===== config.mk =====
export PLATFORM = sky130hd
export DESIGN_NAME = ft_rf_reader
export DESIGN_NICKNAME = d
export VERILOG_FILES = /design/src/rtl/ft_rf_reader.sv
export SDC_FILE = /design/constraint.sdc
export NUM_CORES = 1
export LEC_CHECK = 0
export ABC_AREA = 1
export BUFFER_PORTS_ARGS = -buffer_cell sky130_fd_sc_hd__buf_2
export CORE_UTILIZATION = 46
export CTS_CLUSTER_SIZE = 40
export DETAILED_ROUTE_END_ITERATION = 6
export PLACE_DENSITY = 0.75
export SLEW_MARGIN = 25
export SYNTH_ARGS = -nofsm -noshare
export SYNTH_HDL_FRONTEND = slang
export SYNTH_SLANG_ARGS = --single-unit

===== constraint.sdc =====
create_clock -name clk_i -period 2.4 [get_ports clk_i]
set_input_delay 0.12 -clock clk_i [delete_from_list [all_inputs] [get_ports clk_i]]
set_output_delay 0.12 -clock clk_i [all_outputs]
set_load 0.02 [all_outputs]

===== src/rtl/ft_rf_reader.sv =====
// Fault-tolerant register-file reader: reads two replicas, checks parity, repairs a bad copy.
// Latency: response 3 cycles after req_i is presented (4 when a scrub write is inserted).
// Backpressure: single outstanding read; ready_o high only in IDLE, req_i ignored otherwise.
//
// Ports:
//   clk_i / rstn_i          clock, asynchronous active-low reset
//   req_i, addr_i, ready_o  request handshake (accept = req_i & ready_o)
//   valid_o, addr_o, data_o, signal_o, err_cnt_o   response + status
//   rd_addr_{a,b}_o, rd_data_{a,b}_i, rd_par_{a,b}_i  replica read ports (1-cycle sync read)
//   we_{a,b}_o, wr_addr_o, wr_data_o, wr_par_o         scrub write port
// Build option: define FT_SCRUB_EN to enable scrub write-back of a repaired replica.
// Without it the same status codes and data selection apply, but no write is issued.
module ft_rf_reader #(
  parameter int ADDR_WIDTH = 5,
  parameter int DATA_WIDTH = 32
) (
  input  logic                  clk_i,
  input  logic                  rstn_i,
  input  logic                  req_i,
  input  logic [ADDR_WIDTH-1:0] addr_i,
  output logic                  ready_o,
  output logic                  valid_o,
  output logic [ADDR_WIDTH-1:0] addr_o,
  output logic [DATA_WIDTH-1:0] data_o,
  output logic [1:0]            signal_o,
  output logic [7:0]            err_cnt_o,
  output logic [ADDR_WIDTH-1:0] rd_addr_a_o,
  output logic [ADDR_WIDTH-1:0] rd_addr_b_o,
  input  logic [DATA_WIDTH-1:0] rd_data_a_i,
  input  logic [DATA_WIDTH-1:0] rd_data_b_i,
  input  logic                  rd_par_a_i,
  input  logic                  rd_par_b_i,
  output logic                  we_a_o,
  output logic                  we_b_o,
  output logic [ADDR_WIDTH-1:0] wr_addr_o,
  output logic [DATA_WIDTH-1:0] wr_data_o,
  output logic                  wr_par_o
);

  typedef enum logic [2:0] {
    IDLE  = 3'd0,
    READ  = 3'd1,
    CMP   = 3'd2,
    SCRUB = 3'd3,
    RESP  = 3'd4
  } state_t;

  localparam logic [1:0] SIG_CLEAN  = 2'b00;
  localparam logic [1:0] SIG_FIX_B  = 2'b01;
  localparam logic [1:0] SIG_FIX_A  = 2'b10;
  localparam logic [1:0] SIG_UNCORR = 2'b11;

  state_t                 state_q, state_d;
  logic [ADDR_WIDTH-1:0]  addr_q, addr_d;
  logic [DATA_WIDTH-1:0]  data_q, data_d;
  logic [1:0]             signal_q, signal_d;
  logic [7:0]             err_cnt_q, err_cnt_d;

  logic                   accept;
  logic                   ok_a, ok_b;
  logic [DATA_WIDTH-1:0]  cmp_data;
  logic [1:0]             cmp_sig;
  logic                   cmp_scrub;

  assign accept = req_i && (state_q == IDLE);

  // Even parity: a copy is good when the XOR of its data bits equals its stored bit.
  assign ok_a = ((^rd_data_a_i) == rd_par_a_i);
  assign ok_b = ((^rd_data_b_i) == rd_par_b_i);

  // Replica arbitration, only meaningful while in CMP.
  always_comb begin
    cmp_data = rd_data_a_i;
    cmp_sig  = SIG_UNCORR;
    case ({ok_a, ok_b})
      2'b11: cmp_sig = (rd_data_a_i == rd_data_b_i) ? SIG_CLEAN : SIG_UNCORR;
      2'b10: cmp_sig = SIG_FIX_B;
      2'b01: begin
        cmp_data = rd_data_b_i;
        cmp_sig  = SIG_FIX_A;
      end
      default: cmp_sig = SIG_UNCORR;
    endcase
  end

`ifdef FT_SCRUB_EN
  // Exactly one copy bad -> rewrite it from the good one.
  assign cmp_scrub = ok_a ^ ok_b;
`else
  assign cmp_scrub = 1'b0;
`endif

  // ---------------- FSM: state register ----------------
  always_ff @(posedge clk_i or negedge rstn_i) begin
    if (!rstn_i) state_q <= IDLE;
    else         state_q <= state_d;
  end

  // ---------------- FSM: next state ----------------
  always_comb begin
    state_d = state_q;
    case (state_q)
      IDLE:    if (accept) state_d = READ;
      READ:    state_d = CMP;
      CMP:     state_d = cmp_scrub ? SCRUB : RESP;
      SCRUB:   state_d = RESP;
      RESP:    state_d = IDLE;
      default: state_d = IDLE;
    endcase
  end

  // ---------------- datapath registers ----------------
  always_comb begin
    addr_d    = accept ? addr_i : addr_q;
    // Response fields are frozen at CMP exit and held until the next CMP.
    data_d    = (state_q == CMP) ? cmp_data : data_q;
    signal_d  = (state_q == CMP) ? cmp_sig  : signal_q;
    err_cnt_d = err_cnt_q;
    // Count on RESP entry; signal_d already carries the code for this response.
    if ((state_d == RESP) && (state_q != RESP) && (signal_d != SIG_CLEAN) &&
        (err_cnt_q != 8'hFF))
      err_cnt_d = err_cnt_q + 8'd1;
  end

  always_ff @(posedge clk_i or negedge rstn_i) begin
    if (!rstn_i) begin
      addr_q    <= '0;
      data_q    <= '0;
      signal_q  <= '0;
      err_cnt_q <= '0;
    end else begin
      addr_q    <= addr_d;
      data_q    <= data_d;
      signal_q  <= signal_d;
      err_cnt_q <= err_cnt_d;
    end
  end

`ifdef FT_SCRUB_EN
  // Scrub payload: target is whichever copy failed parity, source the good copy.
  logic                  scrub_to_a_q, scrub_to_a_d;
  logic [DATA_WIDTH-1:0] wr_data_q, wr_data_d;
  logic                  wr_par_q, wr_par_d;

  always_comb begin
    scrub_to_a_d = scrub_to_a_q;
    wr_data_d    = wr_data_q;
    wr_par_d     = wr_par_q;
    if (state_q == CMP) begin
      scrub_to_a_d = ~ok_a;
      wr_data_d    = ok_a ? rd_data_a_i : rd_data_b_i;
      wr_par_d     = ok_a ? rd_par_a_i  : rd_par_b_i;
    end
  end

  always_ff @(posedge clk_i or negedge rstn_i) begin
    if (!rstn_i) begin
      scrub_to_a_q <= 1'b0;
      wr_data_q    <= '0;
      wr_par_q     <= 1'b0;
    end else begin
      scrub_to_a_q <= scrub_to_a_d;
      wr_data_q    <= wr_data_d;
      wr_par_q     <= wr_par_d;
    end
  end
`endif

  // ---------------- FSM: outputs ----------------
  always_comb begin
    ready_o     = (state_q == IDLE);
    valid_o     = (state_q == RESP);
    rd_addr_a_o = ((state_q == READ) || (state_q == CMP)) ? addr_q : '0;
    rd_addr_b_o = rd_addr_a_o;
`ifdef FT_SCRUB_EN
    // Write strobes decode straight from state_q so reset kills them immediately.
    we_a_o      = (state_q == SCRUB) &&  scrub_to_a_q;
    we_b_o      = (state_q == SCRUB) && !scrub_to_a_q;
    wr_addr_o   = (state_q == SCRUB) ? addr_q    : '0;
    wr_data_o   = (state_q == SCRUB) ? wr_data_q : '0;
    wr_par_o    = (state_q == SCRUB) && wr_par_q;
`else
    we_a_o      = 1'b0;
    we_b_o      = 1'b0;
    wr_addr_o   = '0;
    wr_data_o   = '0;
    wr_par_o    = 1'b0;
`endif
  end

  assign addr_o    = addr_q;
  assign data_o    = data_q;
  assign signal_o  = signal_q;
  assign err_cnt_o = err_cnt_q;

endmodule


==> results of run 1 <==
## worst max-delay path: cells and delay by family (launching register included)
kind / cells / cell delay (ns)
DFF: 1 / 0.42
buffers and inverters: 2 / 0.40
and+or+nand+nor: 6 / 0.98
## layout make-up
cell class                 instances  area (µm²)  share of cell area (%)
sequential                        50        1251                   22.82
timing repair buffer             139       730.7                   13.32
multi-input combinational        672        2923                   53.30
inverter                          84       315.3                   5.749
clock buffer                       5       68.82                   1.255
clock inverter                     3       28.78                  0.5248
tap                              133       166.4                   3.034
## through the flow
step	instance area, µm²	cells	total power, mW
floorplan	4918	866	3.370
global placement	5366	1076	4.071
detailed placement	5366	1076	4.091
CTS	5484	1086	4.668
global route	5484	1086	5.045
finish	5484	1086	4.626
## state kept, by name (all words and copies together) (netlist names)
| register | flops |
|---|---|
| state_q | 3 |
| addr_o | 5 |
| err_cnt_o | 8 |
| data_o | 32 |
| signal_o | 2 |
## cells in the mapped netlist
master    instances  area share [%]
buf_2             3            0.31
nor4_1            2            0.26
buf_1             2            0.16
o21ai_0           7            0.73
clkbuf_2          1            0.10
nor3_1            5            0.52
xnor2_1          13             2.4
inv_1            83             6.5
o21ai_1          30             3.1
nand3_4           1            0.37
nor2_1           16             1.3
clkinv_1          1           0.079
nand4_1          13             1.7
ha_1              1            0.26
conb_1            1           0.079
buf_6             4            0.94
xor2_1           15             2.8
clkbuf_1          5            0.39
nand2_4           1            0.24
a21oi_1          21             2.2
nand3_1          25             2.6
a21oi_2          11             2.0
buf_4            45             7.1
nand2_2           6            0.79
dfrtp_1          50              26
or2_2             5            0.66
nand2_1         460              36
## power groups by stage
stage,Combinational (mW),Clock [mW],Sequential [mW]
5_1_grt,2.95,0.621,1.48
3_3_place_gp,2.64,0,1.43
4_1_cts,2.67,0.577,1.43
3_5_place_dp,2.66,0,1.43
6_report,2.65,0.557,1.42
2_1_floorplan,1.50,0,1.86
## logic make-up (layout without fill, tap and decap cells)
logic type | after synthesis | after routing | synth area share (%)
adders and majority gates | 1 | 1 | 0.2622
xor gates and xnor gates | 28 | 28 | 5.139
buffers and inverters | 144 | 231 | 15.60
and+or+nand+nor | 534 | 534 | 44.60
other | 1 | 40 | 0.07858
AOI/OAI and AO/OA | 69 | 69 | 8.102
DFF | 50 | 50 | 26.22
## layer usage
metal	track usage [%]	wire (µm)	share of wire, %
met1	28.31	5442	48
met3	3.947	718	6.4
met4	3.163	66	0.59
met5	0	0	0
met2	33.14	5036	45
## path summary, 6_finish.rpt
kind | from | to | slack (ns) | cells past startpoint
min reg2reg | data_o[28] | data_o[28] | 0.49 | 2
min | addr_i[0] | addr_o[0] | 0.02 | 3
max | state_q[0] | err_cnt_o[5] | 0.53 | 8
min in group asynchronous | rstn_i | data_o[8] | 0.26 | 2
max in group asynchronous | rstn_i | data_o[20] | 1.35 | 3
max reg2reg | state_q[0] | err_cnt_o[5] | 0.53 | 8
## what timing repair did
action                                 CTS  global route
setup buffers                            0             0
hold buffers                             2             0
endpoints found under the hold margin   18             0
==> results.ini, run 1 <==
[status]
outcome = complete, no violations

[critical_path]
crit_chain = nor3_1 -> inv_2 -> buf_4 -> nand2_1 -> nand3_4 -> nand2_4 -> nand2_1 -> nand2_1
start_kind = register
crit_type = register to register
cp_common_cell = nand2_1
endpoint_kind = register
cp.arrival_ns = 2.13
cpPeakStageDelay_ns = 0.42
slowest_stage = dfrtp_1
critPathMaxFanout = 37
worst_ep_required_time_ns = 2.66

[floorplanning]
placementRows = 36
start_util_pct = 48.16
die_h_um = 103.9
die_w_um = 103.9
ios = 173
core_mm2 = 0.009910
die_area_mm2 = 0.01079

[final_layout]
final_cell_mix = nand2_1 (460), buf_2 (132), inv_1 (82)
utilization_pct = 55.34
num_antenna_cells = 0
area_growth_pct = 14.92
layout.nets = 1027
layout-drive-gt1-share_pct = 17.84
fillCellCount = 1042
layout_commonest_cell = nand2_1

[worst_hold_path]
min_path_type = input pin to register

[synth]
yosys_warnings = 0
ys_types = 27
synth_sequential_area_ratio_pct = 26.22
postSynthCellCount = 827
ys_ff_latch = 50
synth_area_per_cell_um2 = 5.770
syn_area_mm2 = 0.004772

[timing]
setup_viol = 0
tns_ns = 0
holdWs_ns = 0.01917
grt_setup_unrepaired = no
slew_violations = 0
fmax_mhz = 535.0
fin_crit_ns = 1.869
finalClockSkew_ns = 0.007057
min_period_over_period_pct = 77.88
layout_setup_ws_ns = 0.5309
hold_viol_final = 0

[power_and_ir_drop]
p_leak_nw = 3.478
power.switching_mw = 2.345
pwr-share-clk_pct = 12.0
swShare_pct = 50.68
pwr-share-seq_pct = 30.8
p_int_mw = 2.281
p_per_area_mw_per_mm2 = 843.6
vdd_drop_max_uv = 661.4
comb_power_share_pct = 57.2

[clock_network]
tritoncts = built
clk_latency_ns = 0.31
clk_pin_slew_ns = 0.11
htree_levels = 2
cts-root-buf = clkbuf_8
cts_buffers = 5
cts.sinks = 50
cts.repair.resized = 0
clockBufferDepth = 2

[global_routing]
grt_pass1_wl_um = 18410
antenna_found_initial = 0
grt_max_degree = 39
grt_pass1_vias = 4089
gr-total-overflow = 0
grt_usage_pct = 20.33

[placement]
port_buffers = 132
place_ws_ns = 0.3808
globalplace.congestion = 0.8526
hpwl_um = 9007

[drt]
vias_per_cell = 4.593
dr.pass1.iters = 4
wire_per_inst_um = 10.37
wirelength_um = 11260
drt_iter0_markers = 199
ant_nets = 0
num_vias = 4988
drc = 0

[flow_run]
maxCapViolCount = 0

Note: power is estimated with default switching activity, not from simulation.
==> inputs of run 2 (changes only) <==
--- a/config.mk
+++ b/config.mk
@@ -10,7 +10,7 @@
 export CORE_UTILIZATION = 46
 export CTS_CLUSTER_SIZE = 40
 export DETAILED_ROUTE_END_ITERATION = 6
-export PLACE_DENSITY = 0.75
+export PLACE_DENSITY = 0.78
 export SLEW_MARGIN = 25
 export SYNTH_ARGS = -nofsm -noshare
 export SYNTH_HDL_FRONTEND = slang
==> constraint.sdc (replaced) <==
create_clock -name clk_i -period 1.5 [get_ports clk_i]
set_input_delay 0.075 -clock clk_i [delete_from_list [all_inputs] [get_ports clk_i]]
set_output_delay 0.075 -clock clk_i [all_outputs]
set_load 0.02 [all_outputs]
==> results.ini, run 2 (synthesized netlist as in run 1, its figures left out) <==
[critical_path]
cp.arrival_ns = 1.66
crit_chain = buf_6 -> inv_4 -> nand3_4 -> nand2_4 -> clkinvlp_4 -> nor2_4 -> buf_6
worst_ep_required_time_ns = 1.42
cp_common_cell = buf_6
ff2ff_setup_slack_ns = -0.18
start_kind = register
cpPeakStageDelay_ns = 0.44
endpoint_kind = output pin
crit_type = register to output pin
worst-path-buf-inv = 4
slowest_stage = dfrtp_1
crit_family = buffers and inverters
critPathMaxFanout = 5

[global_routing]
grt_pass1_vias = 5337
grt_usage_pct = 27.36
antenna_found_initial = 1
grt_pass1_wl_um = 24070
grt_max_degree = 39
gr-total-overflow = 0

[timing]
slew_violations = 0
holdWs_ns = 0.02697
tns_ns = -6.404
worstMarginPinSlew_ns = 0.5914
fmax_mhz = 577.6
finalClockSkew_ns = 0.01003
layout_setup_ws_ns = -0.2312
min_period_over_period_pct = 115.4
slew-limit-headroom_pct = 60.57
fin_crit_ns = 1.731
setup_viol = 52
hold_viol_final = 0
grt_setup_unrepaired = yes

[power_and_ir_drop]
p_per_area_mw_per_mm2 = 1182
vdd_drop_max_uv = 1128
finalPower_mw = 9.457
p_leak_nw = 4.370

[drt]
num_vias = 6235
wire_per_inst_um = 14.73
dr.pass1.iters = 5
drt_iter0_markers = 307
vias_per_cell = 5.136
drc = 0
wirelength_um = 17880
ant_nets = 0

[clock_network]
clk_pin_slew_ns = 0.10
cts_buffers = 5
cts-root-buf = clkbuf_8
tritoncts = built
clockBufferDepth = 2
cts.sinks = 50
clk_latency_ns = 0.31
htree_levels = 2

[status]
violations = setup timing
outcome = finished with violations

[placement]
hpwl_um = 10210
port_buffers = 132
placed_cells = 1173
place_ws_ns = -0.6103
place_area_mm2 = 0.006202
globalplace.congestion = 0.8173

[floorplanning]
die_area_mm2 = 0.01079
die_w_um = 103.9
core_mm2 = 0.009910
die_h_um = 103.9
placementRows = 36
ios = 173
start_util_pct = 48.16

[final_layout]
layout-drive-gt1-share_pct = 50.56
final_cells = 1214
area_growth_pct = 67.59
final_cell_mix = nand2_1 (330), buf_4 (134), nand2_2 (122)
fin_area_mm2 = 0.007998
utilization_pct = 80.71
layout_commonest_cell = nand2_1
largest_reg_flops = 32
layout.nets = 1154

[flow_run]
maxCapViolCount = 0

[worst_hold_path]
min_path_type = input pin to register

run 2: worst paths after layout:
path                                       from             end  cells after the start
worst max-delay path                 state_q[2]  rd_addr_b_o[4]                      7
worst min-delay path            rd_data_b_i[24]      data_o[24]                      3
worst max register to register       state_q[2]    err_cnt_o[7]                     10
worst min register to register        data_o[0]       data_o[0]                      2
max in group asynchronous                rstn_i      data_o[14]                      3
min in group asynchronous                rstn_i       addr_o[2]                      2
run 2: routing by layer:
metal | track usage [%] | vias up | wire [µm]
met5 | 0 | - | 13
met4 | 6.429 | 2 | 657
met3 | 3.822 | 76 | 1104
met2 | 50.10 | 282 | 9185
met1 | 33.76 | 2910 | 6917
li1 | - | 2965 | -
run 2: worst reg2reg max path: cells and delay by family, from the launching register on:
kind / cells / cell delay (ns)
buffers and inverters: 2 / 0.25
DFF: 1 / 0.44
and+or+nand+nor: 8 / 0.93
run 2: where the power goes:
group          total, mW  switching (mW)  internal (mW)
Combinational       6.28            3.87           2.41
Clock              0.858           0.523          0.335
Sequential          2.32           0.369           1.95
Total               9.46            4.76           4.70
run 2: layout make-up:
cell class / count / area (µm²)
multi-input cells: 673 / 3906
repair buffers: 265 / 2200
clock inverters: 2 / 13.76
inverters: 84 / 382.9
clock buffers: 6 / 72.57
well taps: 133 / 166.4
flip-flops and latches: 50 / 1254
fillers: 588 / 1912
diodes: 1 / 2.502
run 2: repair_timing:
item | in CTS | in global routing
hold buffers | 7 | 0
endpoints found under the setup margin | 48 | 57
hold endpoints to repair | 29 | 0
gates cloned | 6 | 0
pin swaps | 65 | 129
buffers inserted | 14 | 9
resized for setup | 169 | 267
